`src/rtl/tone_pkg.sv`:
```
// Shared types and note tables for the tone beep driver: FSM state, note codes,
// note frequencies and the half-period constant function.
package tone_pkg;

  localparam int unsigned CODE_W = 5;
  localparam int unsigned DUR_W  = 12;
  localparam int unsigned HALF_W = 17;
  localparam int unsigned MS_W   = 16;

  typedef enum logic [1:0] {
    IDLE = 2'd0,
    LOAD = 2'd1,
    PLAY = 2'd2,
    GAP  = 2'd3
  } tone_state_e;

  localparam logic [CODE_W-1:0] REST = 5'd0;
  localparam logic [CODE_W-1:0] C4 = 5'd1,  D4 = 5'd2,  E4 = 5'd3,  F4 = 5'd4;
  localparam logic [CODE_W-1:0] G4 = 5'd5,  A4 = 5'd6,  B4 = 5'd7;
  localparam logic [CODE_W-1:0] C5 = 5'd8,  D5 = 5'd9,  E5 = 5'd10, F5 = 5'd11;
  localparam logic [CODE_W-1:0] G5 = 5'd12, A5 = 5'd13, B5 = 5'd14;
  localparam logic [CODE_W-1:0] C6 = 5'd15, D6 = 5'd16, E6 = 5'd17, F6 = 5'd18;
  localparam logic [CODE_W-1:0] G6 = 5'd19, A6 = 5'd20, B6 = 5'd21;

  // Equal-tempered pitches rounded to whole Hz; every other code is a rest.
  function automatic int unsigned note_freq_hz(logic [CODE_W-1:0] code);
    case (code)
      C4: return 262;   D4: return 294;   E4: return 330;   F4: return 349;
      G4: return 392;   A4: return 440;   B4: return 494;
      C5: return 523;   D5: return 587;   E5: return 659;   F5: return 698;
      G5: return 784;   A5: return 880;   B5: return 988;
      C6: return 1047;  D6: return 1175;  E6: return 1319;  F6: return 1397;
      G6: return 1568;  A6: return 1760;  B6: return 1976;
      default: return 0;
    endcase
  endfunction

  function automatic logic [HALF_W-1:0] note_half_period(int unsigned clk_freq,
                                                         logic [CODE_W-1:0] code);
    int unsigned freq;
    freq = note_freq_hz(code);
    if (freq == 0) return '0;
    return HALF_W'(clk_freq / (2 * freq));
  endfunction

  function automatic logic note_is_rest(logic [CODE_W-1:0] code);
    return note_freq_hz(code) == 0;
  endfunction

endpackage

```
`src/rtl/tone_note_rom.sv`:
```
// Registered note-code to half-period lookup, one cycle of latency; rests read 0.
module tone_note_rom
  import tone_pkg::*;
#(
  parameter int unsigned CLK_FREQ = 50_000_000
) (
  input  logic              sys_clk,
  input  logic              sys_rst,
  input  logic [CODE_W-1:0] code,
  output logic [HALF_W-1:0] half_period
);

  logic [HALF_W-1:0] rom_c [2**CODE_W];

  for (genvar i = 0; i < 2**CODE_W; i++) begin : g_rom
    assign rom_c[i] = note_half_period(CLK_FREQ, CODE_W'(i));
  end

  always_ff @(posedge sys_clk) begin
    if (sys_rst) half_period <= '0;
    else         half_period <= rom_c[code];
  end

endmodule

```
`src/rtl/tone_beep_driver.sv`:
```
// Plays one note per request as a square wave on beep, then an optional silent gap
// and a one-cycle done pulse. Define TONE_BEEP_ABORT_EN to add the note_abort input.
module tone_beep_driver
  import tone_pkg::*;
#(
  parameter int unsigned CLK_FREQ  = 50_000_000,
  parameter int unsigned MS_CYCLES = 50_000,
  parameter int unsigned GAP_MS    = 10
) (
  input  logic              sys_clk,
  input  logic              sys_rst,
  input  logic              note_valid,
  output logic              note_ready,
  input  logic [CODE_W-1:0] note_code,
  input  logic [DUR_W-1:0]  dur_ms,
  output logic              beep,
  output logic              busy,
`ifdef TONE_BEEP_ABORT_EN
  input  logic              note_abort,
`endif
  output logic              done
);

  localparam logic [MS_W-1:0]  MS_LAST  = MS_W'(MS_CYCLES - 1);
  localparam logic [DUR_W-1:0] GAP_LAST = DUR_W'(GAP_MS - 1);
  localparam bit               HAS_GAP  = (GAP_MS != 0);

  tone_state_e       state_q, state_d;
  logic [CODE_W-1:0] code_q;
  logic [DUR_W-1:0]  dur_q;
  logic              rest_q;
  logic [HALF_W-1:0] half_period;
  logic [HALF_W-1:0] tone_cnt;
  logic [MS_W-1:0]   ms_cnt;
  logic [DUR_W-1:0]  dur_cnt;
  logic              accept_c, abort_c, ms_wrap_c, play_last_c, gap_last_c, tone_wrap_c;
  logic              beep_d, busy_d, done_d;

  assign note_ready  = (state_q == IDLE);
  assign accept_c    = note_valid && note_ready;
  assign ms_wrap_c   = (ms_cnt == MS_LAST);
  assign play_last_c = ms_wrap_c && (dur_cnt == dur_q - DUR_W'(1));
  assign gap_last_c  = ms_wrap_c && (dur_cnt == GAP_LAST);
  assign tone_wrap_c = (half_period != '0) && (tone_cnt == half_period - HALF_W'(1));

`ifdef TONE_BEEP_ABORT_EN
  assign abort_c = note_abort && (state_q != IDLE);
`else
  assign abort_c = 1'b0;
`endif

  tone_note_rom #(
    .CLK_FREQ (CLK_FREQ)
  ) u_rom (
    .sys_clk     (sys_clk),
    .sys_rst     (sys_rst),
    .code        (code_q),
    .half_period (half_period)
  );

  always_ff @(posedge sys_clk) begin
    if (sys_rst) state_q <= IDLE;
    else         state_q <= state_d;
  end

  // Abort overrides every normal transition.
  always_comb begin
    state_d = state_q;
    case (state_q)
      IDLE:    if (accept_c) state_d = LOAD;
      LOAD:    if (dur_q == '0) state_d = HAS_GAP ? GAP : IDLE;
               else             state_d = PLAY;
      PLAY:    if (play_last_c) state_d = HAS_GAP ? GAP : IDLE;
      GAP:     if (gap_last_c) state_d = IDLE;
      default: state_d = IDLE;
    endcase
    if (abort_c) state_d = IDLE;
  end

  // Leaving PLAY for any reason forces beep low, even on a toggle cycle.
  always_comb begin
    beep_d = 1'b0;
    busy_d = (state_d != IDLE);
    done_d = (state_d == IDLE) && (state_q != IDLE);
    if (state_d == PLAY) begin
      if (state_q == LOAD)               beep_d = ~rest_q;
      else if (tone_wrap_c && !rest_q)   beep_d = ~beep;
      else                               beep_d = beep;
    end
  end

  always_ff @(posedge sys_clk) begin
    if (sys_rst) begin
      beep <= 1'b0;
      busy <= 1'b0;
      done <= 1'b0;
    end else begin
      beep <= beep_d;
      busy <= busy_d;
      done <= done_d;
    end
  end

  // ms_cnt/dur_cnt are shared by PLAY and GAP and restart on every state change.
  always_ff @(posedge sys_clk) begin
    if (sys_rst) begin
      code_q   <= '0;
      dur_q    <= '0;
      rest_q   <= 1'b0;
      tone_cnt <= '0;
      ms_cnt   <= '0;
      dur_cnt  <= '0;
    end else begin
      if (accept_c) begin
        code_q <= note_code;
        dur_q  <= dur_ms;
        rest_q <= note_is_rest(note_code);
      end

      if (state_q != PLAY || state_d != PLAY || tone_wrap_c || half_period == '0)
        tone_cnt <= '0;
      else
        tone_cnt <= tone_cnt + HALF_W'(1);

      if (state_d != state_q || state_q == IDLE || state_q == LOAD) begin
        ms_cnt  <= '0;
        dur_cnt <= '0;
      end else if (ms_wrap_c) begin
        ms_cnt  <= '0;
        dur_cnt <= dur_cnt + DUR_W'(1);
      end else begin
        ms_cnt  <= ms_cnt + MS_W'(1);
      end
    end
  end

endmodule
```
`config.mk`:
```
export PLATFORM = sky130hd
export DESIGN_NAME = tone_beep_driver
export DESIGN_NICKNAME = d
export VERILOG_FILES = /design/src/rtl/tone_pkg.sv /design/src/rtl/tone_note_rom.sv /design/src/rtl/tone_beep_driver.sv
export SDC_FILE = /design/constraint.sdc
export NUM_CORES = 1
export LEC_CHECK = 0
export BUFFER_PORTS_ARGS = -buffer_cell sky130_fd_sc_hd__buf_2
export CORE_ASPECT_RATIO = 1.4
export CORE_MARGIN = 2
export CORE_UTILIZATION = 62
export CTS_CLUSTER_DIAMETER = 60
export CTS_CLUSTER_SIZE = 14
export DETAILED_ROUTE_END_ITERATION = 10
export PLACE_DENSITY = 0.8
export SLEW_MARGIN = 20
export SYNTH_ARGS = -nofsm -noshare
export SYNTH_HDL_FRONTEND = slang
export SYNTH_SLANG_ARGS = --single-unit
```
`constraint.sdc`:
```
create_clock -name sys_clk -period 2.9 [get_ports sys_clk]
set_input_delay 0.58 -clock sys_clk [delete_from_list [all_inputs] [get_ports sys_clk]]
set_output_delay 0.58 -clock sys_clk [all_outputs]
set_load 0.02 [all_outputs]
```
## After elaboration in Yosys (flattened, before gate mapping)

Memory sizes are Yosys's and may differ from the RTL's. A register that Yosys moved wholly into a read port is not among the register bits.
Cells that the tools add are included.

| word-level totals | value |
|---|---|
| bits in registers | 68 |
| bits in read-only memories | 896 |
| bits of input ports | 20 |
| output and inout bits | 4 |
| memories kept | 2 |

| cells by class | value |
|---|---|
| add/subtract/negate cells | 5 |
| equality and inequality tests | 11 |
| mux-type cells | 9 |
| bitwise operators | 4 |
| reductions and logical operators | 25 |

Memories:

| memory | depth | width | read ports | clocked after Yosys merged registers in | wr ports | line | text |
|---|---|---|---|---|---|---|---|
| (no name shown) | 32 | 17 | 1 | 1 | 0 | tone_note_rom.sv:21 | `else half_period <= rom_c[code];` |
| (no name shown) | 32 | 11 | 1 | 0 | 0 | tone_pkg.sv:27 | `case (code)` |

Operator list:

| kind | count |
|---|---|
| two-way mux 32 bit | 2 |
| zero test 32 bit | 1 |
| adder 17 x 1 -> 17 bit (second input constant) | 1 |
| equality test 17 bit | 1 |
| zero test 17 bit | 1 |
| nonzero test 17 bit | 1 |
| subtractor 17 x 1 -> 17 bit (second input constant) | 1 |
| adder 16 x 1 -> 16 bit (second input constant) | 1 |
| equality test 16 bit (second input constant) | 1 |
| adder 12 x 1 -> 12 bit (second input constant) | 1 |
| equality test 12 bit | 1 |
| equality test 12 x 4 -> 1 bit (second input constant) | 1 |
| zero test 12 bit | 1 |
| subtractor 12 x 1 -> 12 bit (second input constant) | 1 |
| one-hot mux 2 bit (4 select lines) | 1 |
| equality test 2 bit (second input constant) | 3 |
| logical AND 1 bit | 6 |
| two-way mux 2 bit | 3 |
| NOT 5 -> 6 bit | 1 |
| nonzero test 2 bit | 3 |
| OR reduction 2 bit | 3 |
| logical OR 1 bit | 5 |
| zero test 2 bit | 2 |
| inequality test 2 bit (second input constant) | 2 |
| 6 further kinds | 10 |

## Depth between registers and ports, before layout

| depth | value |
|---|---|
| depth after elaboration | 10 |
| depth in mapped cells | 11 |

## By module

Synthesis repeated with hierarchy kept, for this count alone.

| second synthesis, totals | value |
|---|---|
| cells, all modules | 648 |
| area, all modules | 5295.1 um^2 |

Modules (own cells, without submodules):

| module | times used | cells each | area each (um^2) | seq. area each (um^2) |
|---|---|---|---|---|
| tone_beep_driver | 1 | 502 | 4113.9 | 1361.3 |
| tone_note_rom | 1 | 146 | 1181.1 | 340.3 |

## Least setup slack after synthesis

Ideal clock, no wire load.

| path | value |
|---|---|
| path kind | flip-flop to flip-flop |
| from | register u_rom.half_period[0] |
| to | register beep |
| library setup time | 0.115 ns |
| arrival time | 2.578 ns |
| data required time | 2.785 ns |
| slack | 0.206 ns |
| cell stages (with the launch flop) | 11 |
| buffers on the path | 1 |
| cell sequence | dfxtp_1 inv_1 ha_1 or4b_1 buf_4 xnor2_1 nor3_1 nor3_1 or4b_1 or4_1 and3_1 |

| on the way | value |
|---|---|
| cells in the longest elaborated chain, start to end | 5 |

RTL lines:

| element | line | text |
|---|---|---|
| from (decl) | tone_note_rom.sv:10 | `output logic [HALF_W-1:0] half_period` |
| subtractor 17 x 1 -> 17 bit | tone_beep_driver.sv:44 | `assign tone_wrap_c = (half_period != '0) && (tone_cnt == half_period - HALF_W'(1));` |
| equality test 17 bit | tone_beep_driver.sv:44 |  |
| logical AND 1 bit * | tone_beep_driver.sv:44 |  |
| logical AND 1 bit * | tone_beep_driver.sv:87 | `else if (tone_wrap_c && !rest_q) beep_d = ~beep;` |
| nonzero test 2 bit (no source line) * | -- |  |
| to (signal assigned) | tone_beep_driver.sv:98 | `beep <= beep_d;` |
| to (decl) | tone_beep_driver.sv:16 | `output logic beep,` |

Mark *: on every way between the ends. The rest lies on a longest branch, timed or not.
A chain may end at the register's enable or synchronous reset.

## Final worst setup path

| path | value |
|---|---|
| from | register u_rom.half_period[1] |
| to | register beep |

Same word-level chain as after synthesis.

==> metrics.txt <==
# TYPE chip_impl_metric gauge
chip_impl_metric{name="muxShareOfSynthArea",unit="%"} 1.644
chip_impl_info{name="critical_path.cell_chain",value="inv_1 > ha_2 > xor2_1 > o21ai_0 > or4_1 > a2111oi_2 > nand4_1 > or4_1 > and3_1"} 1
chip_impl_metric{name="finalHoldWorstSlack",unit="ns"} 0.4703
chip_impl_info{name="synthFlopType",value="dfxtp_1"} 1
chip_impl_info{name="worst_path_dominant_cell_family",value="simple AND/OR/NAND/NOR gates"} 1
chip_impl_metric{name="cellLeakagePower",unit="nW"} 2.152
chip_impl_info{name="cp_slowest_cell",value="or4_1"} 1
chip_impl_metric{name="drt_first_iter_violations",unit=""} 276
chip_impl_info{name="timing_worst_setup_path_type",value="reg2reg"} 1
chip_impl_info{name="synth_top_family_by_area",value="simple AND/OR/NAND/NOR gates"} 1
chip_impl_metric{name="count_of_final_max_slew_check_failures",unit=""} 0
chip_impl_metric{name="async_sr_flop_fraction",unit="%"} 0
chip_impl_metric{name="drcViolationCount",unit=""} 0
chip_impl_metric{name="initial_cell_density_of_the_core",unit="%"} 63.00
chip_impl_metric{name="final_util",unit="%"} 69.88
chip_impl_metric{name="post-dp-hpwl",unit="mm"} 9.273
chip_impl_metric{name="gpl.final_weighted_congestion",unit=""} 0.9882
chip_impl_metric{name="detailedRoute.firstPassIterationCount",unit=""} 5
chip_impl_metric{name="tightest_slew",unit="ns"} 0.5936
chip_impl_metric{name="dieWidth",unit="µm"} 82.36
chip_impl_info{name="synth_most_common_cell",value="dfxtp_1"} 1
chip_impl_metric{name="grt_util_all_layers",unit="%"} 28.16
chip_impl_metric{name="synth-adder-area-share",unit="%"} 6.574
chip_impl_metric{name="post_synth_and_or_nand_nor_area_fraction",unit="%"} 29.28
chip_impl_metric{name="hold_depth",unit=""} 1
chip_impl_metric{name="final.period_utilization",unit="%"} 96.86
chip_impl_metric{name="finalWorstSetupSlack",unit="ns"} 0.09110
chip_impl_metric{name="synthCells",unit=""} 674
chip_impl_metric{name="synth_top_cell_area_share",unit="%"} 31.93
chip_impl_metric{name="num_antenna_cells",unit=""} 0
chip_impl_metric{name="totalPowerFinal",unit="mW"} 3.337
chip_impl_metric{name="clkSlewWorstSetupHoldPaths",unit="ns"} 0.06
chip_impl_info{name="endpoint_kind",value="flip-flop"} 1
chip_impl_metric{name="grt.met1_usage",unit="%"} 31.47
chip_impl_metric{name="power_density",unit="mW/mm²"} 564.5
chip_impl_metric{name="grt_overflow_total",unit=""} 0
chip_impl_metric{name="worst-path-max-fanout",unit=""} 4
chip_impl_metric{name="synth_seq_cells",unit=""} 85
chip_impl_metric{name="avgRoutedWirePerCell",unit="µm"} 15.65
chip_impl_metric{name="cap_viol_max_count",unit=""} 0
chip_impl_metric{name="crit_buf_inv",unit=""} 1
chip_impl_metric{name="design.portCount",unit=""} 24
chip_impl_metric{name="post_cts_hold_buffer_count",unit=""} 0
chip_impl_info{name="cts_root_buffer",value="clkbuf_16"} 1
chip_impl_metric{name="max_freq",unit="MHz"} 356.0
chip_impl_info{name="synth.top_cells.by_area",value="dfxtp_1 32%, ha_1 6.6%, xnor2_1 5.9%"} 1
chip_impl_metric{name="drt.antenna.violating_nets",unit=""} 0
chip_impl_info{name="min-delay-path-class",value="reg2reg"} 1
chip_impl_metric{name="cts_inserted_buffers",unit=""} 9
chip_impl_metric{name="cts_htree_levels",unit=""} 3
chip_impl_metric{name="preCtsSetupSlack",unit="ns"} -0.003451
chip_impl_metric{name="ys_types",unit=""} 64
chip_impl_metric{name="buffer_ports.inserted",unit=""} 23
chip_impl_metric{name="grt_max_degree",unit=""} 32
chip_impl_info{name="synth.cells.most_frequent",value="85 x dfxtp_1, 81 x nor2_1, 71 x nand2_1"} 1
chip_impl_metric{name="timing.clock.skew",unit="ns"} 0.004420
chip_impl_metric{name="syn_nets",unit=""} 722
chip_impl_metric{name="power.ir.vdd_worst",unit="V"} 0.0005282
chip_impl_info{name="unrepaired_setup_endpoints_after_global_routing",value="false"} 1
chip_impl_metric{name="gr-usage-met2",unit="%"} 49.19
chip_impl_metric{name="maxSlewHeadroom",unit="%"} 60.43
chip_impl_metric{name="via_count_of_the_first_global_routing_pass",unit=""} 4683
chip_impl_metric{name="number_of_nets_in_the_layout",unit=""} 736
chip_impl_info{name="yosysTopAreaCell",value="dfxtp_1"} 1
chip_impl_metric{name="area_fraction_in_compound_gates_after_synthesis",unit="%"} 14.39
chip_impl_info{name="path_common_cell",value="or4_1"} 1
chip_impl_metric{name="core_area",unit="mm²"} 0.008458
chip_impl_metric{name="cts.sinks",unit=""} 85
chip_impl_info{name="globalRoute.busiestLayer",value="met2"} 1
chip_impl_metric{name="globalRouteMet3Util",unit="%"} 5.380
chip_impl_metric{name="clk-insertion-delay-late",unit="ns"} 0.33
chip_impl_metric{name="req_time_crit_path",unit="ns"} 3.12
chip_impl_metric{name="bufs_on_longest_clock_path",unit=""} 2
chip_impl_metric{name="antenna_found_initial",unit=""} 0
chip_impl_metric{name="setup_viol",unit=""} 0
chip_impl_metric{name="critical_path_cell_count",unit=""} 9
chip_impl_info{name="run_status",value="finished, final reports clean"} 1
chip_impl_metric{name="die_h",unit="µm"} 113.7
chip_impl_metric{name="die_ar",unit="mm²"} 0.009363
chip_impl_metric{name="ff2ff_path_depth",unit=""} 9
chip_impl_metric{name="post_layout_minimum_cycle_time",unit="ns"} 2.809
chip_impl_metric{name="worst-endpoint-arrival",unit="ns"} 3.03
chip_impl_metric{name="placement_rows",unit=""} 40
chip_impl_metric{name="synth-seq-area-share",unit="%"} 31.93
chip_impl_metric{name="max_stage_delay",unit="ns"} 0.58
chip_impl_metric{name="final-hold-violation-count",unit=""} 0
chip_impl_metric{name="synth_area",unit="mm²"} 0.005329
chip_impl_metric{name="synth_xor_xnor_area_share",unit="%"} 11.51
chip_impl_metric{name="vias_per_cell",unit=""} 6.102
chip_impl_metric{name="routed_wl",unit="mm"} 12.49
chip_impl_metric{name="synth_edf_count",unit=""} 0
chip_impl_metric{name="postSynthAreaPerCell",unit="µm²"} 7.906
chip_impl_metric{name="grt_pass1_wl",unit="mm"} 20.78
chip_impl_metric{name="post_route_cells_drive_above_1_share",unit="%"} 11.26
chip_impl_metric{name="routed_via_count",unit=""} 4869
chip_impl_metric{name="fin_tns_setup",unit="ns"} 0
chip_impl_metric{name="area_added_between_synthesis_and_finish",unit="%"} 10.92
chip_impl_info{name="startpoint_type",value="flip-flop"} 1
chip_impl_metric{name="synthesis.yosys.warnings",unit=""} 0
chip_impl_info{name="cts_tree",value="yes"} 1
==> layout make-up <==
type / count / area (µm²)
Timing Repair Buffer: 37 / 232.7
Clock buffer: 11 / 242.7
Clock inverter: 5 / 82.58
Sequential cell: 85 / 1702
Inverter: 25 / 93.84
Fill cell: 693 / 2547
Tap cell: 105 / 131.4
Multi-Input combinational cell: 530 / 3426
==> final timing paths <==
path / from / slack (ns) / endpoint
min reg2reg: ms_cnt[0] / 0.47 / ms_cnt[0]
max reg2reg: u_rom.half_period[1] / 0.09 / beep
max: u_rom.half_period[1] / 0.09 / beep
min: ms_cnt[0] / 0.47 / ms_cnt[0]
==> per-layer routing <==
metal  part of all wire (%)  vias up
li1                       -     2413
met1                     40     2275
met2                     51      141
met3                    4.4       40
met4                    4.2        0
met5                      0        -
==> stage by stage <==
stage,instance area [µm²],cells
after floorplan,5329,674
after global placement,5530,781
after detailed placement,5530,781
after CTS,5869,797
after global routing,5911,798
final,5911,798
==> layout by cell type, fill, tap and decap left out, types with 20 or more instances in the layout <==
| cell type | netlist | layout |
|---|---|---|
| a21oi_1 | 50 | 50 |
| buf_2 | 1 | 23 |
| dfxtp_1 | 85 | 85 |
| ha_1 | 28 | 26 |
| inv_1 | 24 | 24 |
| nand2_1 | 71 | 70 |
| nand3_1 | 24 | 24 |
| nor2_1 | 81 | 81 |
| nor3_1 | 34 | 34 |
| o21ai_0 | 20 | 20 |
| xnor2_1 | 36 | 36 |
| xor2_1 | 34 | 34 |
==> cells by family (layout without fill, tap and decap cells) <==
group,after synthesis,in the layout
buffers and inverters,59,78
xor gates and xnor gates,70,70
and+or+nand+nor,305,305
muxes,5,5
adders and majority gates,28,28
AOI/OAI and AO/OA,122,122
DFF,85,85
==> power breakdown <==
| part | internal (mW) | switching (mW) | leakage, nW | total (mW) |
|---|---|---|---|---|
| sequential | 1.22 | 0.0727 | 0.691 | 1.29 |
| clock | 0.781 | 0.455 | 0.160 | 1.24 |
| combinational | 0.338 | 0.470 | 1.30 | 0.808 |
==> what timing repair did <==
item / CTS / global route
gates resized for setup: 3 / 8
pin swaps: 0 / 4
cloned: 0 / 0
buffers inserted: 0 / 1
endpoints found under the setup margin: 16 / 31
hold endpoints to repair: 0 / 0
==> state kept, by name, summed over array words and instances, names as in the netlist <==
signal,cells
ms_cnt,16
state_q,2
dur_q,12
dur_cnt,12
u_rom.half_period,17
beep,1
tone_cnt,17
busy,1
code_q,5
done,1
rest_q,1
No activity file was read; power rests on OpenSTA's default activity.
